<file path="config.mk">
export PLATFORM = sky130hd
export DESIGN_NAME = sync_ram_port_arbiter
export DESIGN_NICKNAME = d
export VERILOG_FILES = /design/src/rtl/ram_arb_pkg.sv /design/src/rtl/sync_ram_port_arbiter_rr_priority_pick.sv /design/src/rtl/sync_ram_port_arbiter.sv
export SDC_FILE = /design/constraint.sdc
export NUM_CORES = 1
export LEC_CHECK = 0
export BUFFER_PORTS_ARGS = -buffer_cell sky130_fd_sc_hd__buf_4
export CAP_MARGIN = 20
export CORE_ASPECT_RATIO = 1.5
export CORE_MARGIN = 1
export CORE_UTILIZATION = 30
export DETAILED_ROUTE_END_ITERATION = 7
export SYNTH_ARGS = -nofsm -noshare
export SYNTH_HDL_FRONTEND = slang
export SYNTH_HIERARCHICAL = 1
export SYNTH_SLANG_ARGS = --single-unit
export TNS_END_PERCENT = 30
</file>
<file path="constraint.sdc">
create_clock -name clk -period 9.55 [get_ports clk]
set_input_delay 0.4775 -clock clk [delete_from_list [all_inputs] [get_ports clk]]
set_output_delay 0.4775 -clock clk [all_outputs]
set_load 0.01 [all_outputs]
</file>
<file path="src/rtl/ram_arb_pkg.sv">
// Shared defaults and the rotating-priority search used by the RAM port
// arbiter and any other round-robin arbiter in the core.
package ram_arb_pkg;

   localparam int ADDR_W_DEF = 16;
   localparam int DATA_W_DEF = 8;
   localparam int RR_MAX     = 32;

   typedef struct packed {
      logic       found;
      logic [7:0] idx;
   } rr_pick_t;

   // First set bit of req scanning start, start+1, ... modulo n.
   function automatic rr_pick_t rr_pick(
      input logic [RR_MAX-1:0] req,
      input int                n,
      input int                start
   );
      rr_pick_t r;
      int       k;
      r = '0;
      for (int i = RR_MAX - 1; i >= 0; i--) begin
         if (i < n) begin
            k = start + i;
            if (k >= n) k = k - n;
            if (req[k[4:0]]) begin
               r.found = 1'b1;
               r.idx   = k[7:0];
            end
         end
      end
      return r;
   endfunction

endpackage

</file>
<file path="src/rtl/sync_ram_port_arbiter_rr_priority_pick.sv">
// Combinational rotating priority encoder: picks the first request at or
// after start, wrapping around N requesters.
module rr_priority_pick
   import ram_arb_pkg::*;
#(
   parameter int N  = 4,
   parameter int IW = (N > 1) ? $clog2(N) : 1
) (
   input  logic [N-1:0]  req,
   input  logic [IW-1:0] start,
   output logic          found,
   output logic [IW-1:0] idx,
   output logic [N-1:0]  onehot
);

   rr_pick_t          pick;
   logic [RR_MAX-1:0] req_ext;

   always_comb begin
      req_ext        = '0;
      req_ext[N-1:0] = req;
      pick           = rr_pick(req_ext, N, int'(start));
      found          = pick.found;
      idx            = pick.idx[IW-1:0];
      onehot         = '0;
      if (pick.found) onehot[idx] = 1'b1;
   end

endmodule

</file>
<file path="src/rtl/sync_ram_port_arbiter.sv">
// Round-robin arbiter with bounded bursts sharing one registered-output
// RAM port; tags each read so its data returns to the issuing requester.
module sync_ram_port_arbiter
   import ram_arb_pkg::*;
#(
   parameter int NUM_REQ   = 4,
   parameter int ADDR_W    = ADDR_W_DEF,
   parameter int DATA_W    = DATA_W_DEF,
   parameter int MAX_BURST = 4
) (
   input  logic                      clk,
   input  logic                      rst,
   input  logic [NUM_REQ-1:0]        req,
   input  logic [NUM_REQ-1:0]        req_we,
   input  logic [NUM_REQ*ADDR_W-1:0] req_addr,
   input  logic [NUM_REQ*DATA_W-1:0] req_wdata,
   output logic [NUM_REQ-1:0]        gnt,
   output logic [NUM_REQ-1:0]        rvalid,
   output logic [DATA_W-1:0]         rdata,
   output logic [ADDR_W-1:0]         ram_addr,
   output logic [DATA_W-1:0]         ram_data,
   output logic                      ram_we,
   input  logic [DATA_W-1:0]         ram_q
);

   localparam int IW = $clog2(NUM_REQ);
   localparam int BW = $clog2(MAX_BURST + 1);
   localparam logic [IW-1:0] LAST = IW'(NUM_REQ - 1);
   localparam logic [BW-1:0] BMAX = BW'(MAX_BURST);

   logic               own_vld;
   logic [IW-1:0]      owner;
   logic [BW-1:0]      burst_cnt;
   logic [NUM_REQ-1:0] rd_pend;

   logic [NUM_REQ-1:0] owner_oh;
   logic [NUM_REQ-1:0] scan_req;
   logic [IW-1:0]      start;
   logic               others;
   logic               own_req;
   logic               at_max;
   logic               stay;
   logic               excl;
   logic               pick_found;
   logic [IW-1:0]      pick_idx;
   logic [NUM_REQ-1:0] pick_oh;
   logic               any_gnt;
   logic [IW-1:0]      gnt_idx;

   always_comb begin
      owner_oh        = '0;
      owner_oh[owner] = 1'b1;
      others   = |(req & ~owner_oh);
      own_req  = own_vld & req[owner];
      at_max   = burst_cnt >= BMAX;
      stay     = own_req & (~at_max | ~others);
      // An owner that used up its burst drops out of the scan entirely.
      excl     = own_req & at_max & others;
      scan_req = excl ? (req & ~owner_oh) : req;
      start    = (owner == LAST) ? '0 : owner + 1'b1;
   end

   rr_priority_pick #(
      .N  (NUM_REQ),
      .IW (IW)
   ) u_pick (
      .req    (scan_req),
      .start  (start),
      .found  (pick_found),
      .idx    (pick_idx),
      .onehot (pick_oh)
   );

   always_comb begin
      any_gnt = 1'b0;
      gnt_idx = '0;
      gnt     = '0;
      if (rst) begin
         any_gnt = 1'b0;
      end else if (stay) begin
         any_gnt = 1'b1;
         gnt_idx = owner;
         gnt     = owner_oh;
      end else if (pick_found) begin
         any_gnt = 1'b1;
         gnt_idx = pick_idx;
         gnt     = pick_oh;
      end
   end

   always_comb begin
      ram_addr = req_addr[int'(gnt_idx)*ADDR_W +: ADDR_W];
      ram_data = req_wdata[int'(gnt_idx)*DATA_W +: DATA_W];
      ram_we   = any_gnt & req_we[gnt_idx];
      rvalid   = rst ? '0 : rd_pend;
      rdata    = ram_q;
   end

   always_ff @(posedge clk) begin
      if (rst) begin
         own_vld   <= 1'b0;
         owner     <= LAST;
         burst_cnt <= '0;
         rd_pend   <= '0;
      end else begin
         rd_pend <= gnt & ~req_we;
         if (any_gnt) begin
            own_vld <= 1'b1;
            owner   <= gnt_idx;
            if (own_vld && gnt_idx == owner)
               burst_cnt <= at_max ? burst_cnt : burst_cnt + 1'b1;
            else
               burst_cnt <= BW'(1);
         end else begin
            own_vld   <= 1'b0;
            burst_cnt <= '0;
         end
      end
   end

endmodule

</file>
==> results.sh <==
export IMPL_status="finished clean"
export IMPL_mostFrequentLayoutCells="140 x buf_4, 33 x nor2_1, 29 x mux2i_1"
export IMPL_synthFlopType="dfxtp_1"
export IMPL_via_count=2342
export IMPL_path_max_fanout=49
export IMPL_track_usage_pct=19.3
export IMPL_die_area_um2=7170
export IMPL_final_antenna_net_count=0
export IMPL_cellPowerDensity_nw_per_um2=350
export IMPL_n_antenna_cell=0
export IMPL_hold_violations=0
export IMPL_yosysWarnings=6
export IMPL_dpl_cell_count=446
export IMPL_grt_first_pass_wirelength_mm=11.1
export IMPL_clock_latency_ns=0.23
export IMPL_synthXorXnorAreaFrac_pct=0.428
export IMPL_p_leak_nw=1.51
export IMPL_firstDrtPassIters=4
export IMPL_crit_type="flip-flop to output pin"
export IMPL_core_region_area_um2=6530
export IMPL_startpoint_type="flip-flop"
export IMPL_rrSetupSlack_ns=5.59
export IMPL_synth_fp_nets=381
export IMPL_grt_pass1_vias=2318
export IMPL_viasPerCell=5.22
export IMPL_dp_hpwl_mm=6.08
export IMPL_required_ns=9.07
export IMPL_die_y_um=103
export IMPL_cts_sinks=10
export IMPL_crit_chain="ha_1 > nor2b_1 > o41ai_4 > and2b_2 > a21boi_0 > mux2_4 > nand3b_4 > a32oi_1 > mux2i_1 > inv_1 > nand2_1 > a21o_4 > a21o_2 > buf_4 > mux2i_1 > a211oi_1 > buf_4"
export IMPL_slew_viol_final=0
export IMPL_slowest_delay_ns=0.53
export IMPL_synthesis_area_um2=2050
export IMPL_pin_count=155
export IMPL_synth_top_area_cell="mux2i_1"
export IMPL_cts_setup_buffers=0
export IMPL_ys_seq_area_share_pct=9.77
export IMPL_drt_wl_total_mm=7.25
export IMPL_yosys_area_share_adder_pct=6.72
export IMPL_htree_levels=1
export IMPL_hold_class="input port to flip-flop"
export IMPL_cts_buffers=3
export IMPL_ctsResizeCount=0
export IMPL_synth_top_family_by_area="simple AND/OR/NAND/NOR gates"
export IMPL_yosys_area_share_simple_pct=28.8
export IMPL_place_ws_ns=4.52
export IMPL_synth_edff_count=0
export IMPL_post_route_min_period_ns=5.29
export IMPL_fin_nets=500
export IMPL_detail_route_wl_per_cell_um=16.1
export IMPL_first_iter_violations=90
export IMPL_synthMuxAreaShare_pct=16.3
export IMPL_synth_compound_area_share_pct=25.4
export IMPL_synth_avg_cell_area_um2=8.00
export IMPL_crit_path_top_delay_cell="o41ai_4"
export IMPL_ys_ff_latch=10
export IMPL_ir_drop_mv=0.181
export IMPL_drc=0
export IMPL_portBuffers=138
export IMPL_ctsHoldBuffers=0
export IMPL_synth_distinct_cells=51
export IMPL_fillers=651
export IMPL_period_share_pct=55.4
export IMPL_drive_gt1_share_pct=46.9
export IMPL_gp_congestion=0.880
export IMPL_finalNonFillerCells=449
export IMPL_fmax_mhz=189
export IMPL_cts_tree="yes"
export IMPL_worstPathArrival_ns=4.82
export IMPL_setup_violations=0
export IMPL_fin_ws_ns=4.26
export IMPL_final_common_cell="buf_4"
export IMPL_die_w_um=69.5
export IMPL_synthTopCellsByArea="mux2i_1 14%, dfxtp_1 9.8%, ha_1 6.7%"
export IMPL_endpoint_kind="output pin"
export IMPL_clk_pin_slew_ns=0.04
export IMPL_maxCapViolCount=0
export IMPL_area_growth_pct=47.6
export IMPL_syn_instance_count=256
export IMPL_cts_root_buf="clkbuf_8"
export IMPL_relSlewSlack_pct=44.1
export IMPL_antenna_found_initial=0
export IMPL_async_flop_share_pct=0
export IMPL_max_slew_worst_pin_slew_ns=0.835
export IMPL_rsz0062_at_grt="false"
export IMPL_overflow=0
export IMPL_tns_ns=0
export IMPL_start_util_pct=31.4
export IMPL_final_setup_skew_ns=0.00162
export IMPL_core_rowCount=36
export IMPL_grt_start_max_net_pins=51
export IMPL_cts_buffer_depth=2
export IMPL_netlist_area_leader_share_pct=14.2
export IMPL_power_mw=1.06
==> where the power goes <==
part	switching, mW	internal [mW]	total [mW]
logic	0.526	0.422	0.948
clock network	0.0146	0.0274	0.0420
registers	0.0128	0.0555	0.0683
==> kinds of logic after synthesis <==
group,Yosys count
AND/OR/NAND/NOR,106
AO/OA/AOI/OAI,61
buffers and inverters,35
multiplexers,32
adder cells (fa/ha/maj),11
flip-flops,10
XOR/XNOR,1
==> synthesized netlist by cell type, types with 2 or more instances <==
cell type / count
clkbuf_1: 4
mux2i_1: 29
inv_1: 9
a311oi_1: 2
mux2_4: 2
a21o_1: 3
buf_12: 3
and3_1: 4
ha_1: 11
buf_2: 4
nor3_1: 19
dfxtp_1: 10
buf_4: 11
nor2b_1: 10
buf_6: 4
nor3_2: 9
a21boi_0: 4
and2_1: 3
nand2b_1: 2
a21oi_1: 13
a211oi_1: 14
nand4_1: 2
nand2_1: 15
nor2_1: 33
a211oi_2: 10
==> path summary, 6_finish.rpt <==
check,start,end,cells past startpoint
worst max register to register,owner[1],burst_cnt[0],15
worst max-delay path,owner[1],ram_data[1],17
worst min register to register,own_vld,burst_cnt[2],2
worst min-delay path,req_we[0],rd_pend[0],2
==> layout make-up <==
cell class	instances	area [um^2]	share of cell area [%]
Timing Repair Buffer	140	1050	34.8
Multi-Input combinational cell	211	1600	53.0
Clock buffer	3	41.3	1.37
Sequential cell	10	200	6.62
Inverter	9	33.8	1.12
Tap cell	76	95.1	3.15
==> critical path, delay by kind of cell (launching register included) <==
kind	cells	cell delay, ns
compound gates	6	1.59
fa+ha+maj	1	0.27
buf+inv	3	0.83
flops	1	0.49
mux	3	0.78
simple gates	4	0.60
==> metal layers <==
metal	GRT usage [%]	part of all wire, %	vias up	wire length [um]
met1	18.8	34	1071	2460
met3	5.43	8.9	10	643
met2	40.0	55	109	4020
met5	0	0	-	0
li1	-	-	1152	-
met4	4.40	1.7	0	121
==> state kept, by name, summed over array words and instances (netlist names) <==
register / flops
rd_pend: 4
owner: 2
burst_cnt: 3
own_vld: 1
==> metrics by stage <==
step	util, %	hold slack (ns)	area (um^2)
5_1_grt	46.3	0.419	3020
4_1_cts	46.3	0.414	3020
6_report	46.3	0.417	3020
3_5_place_dp	45.7	0.553	2980
2_1_floorplan	-	0.495	2050
3_3_place_gp	45.7	0.536	2980
Power figures use the tool's default switching activity.
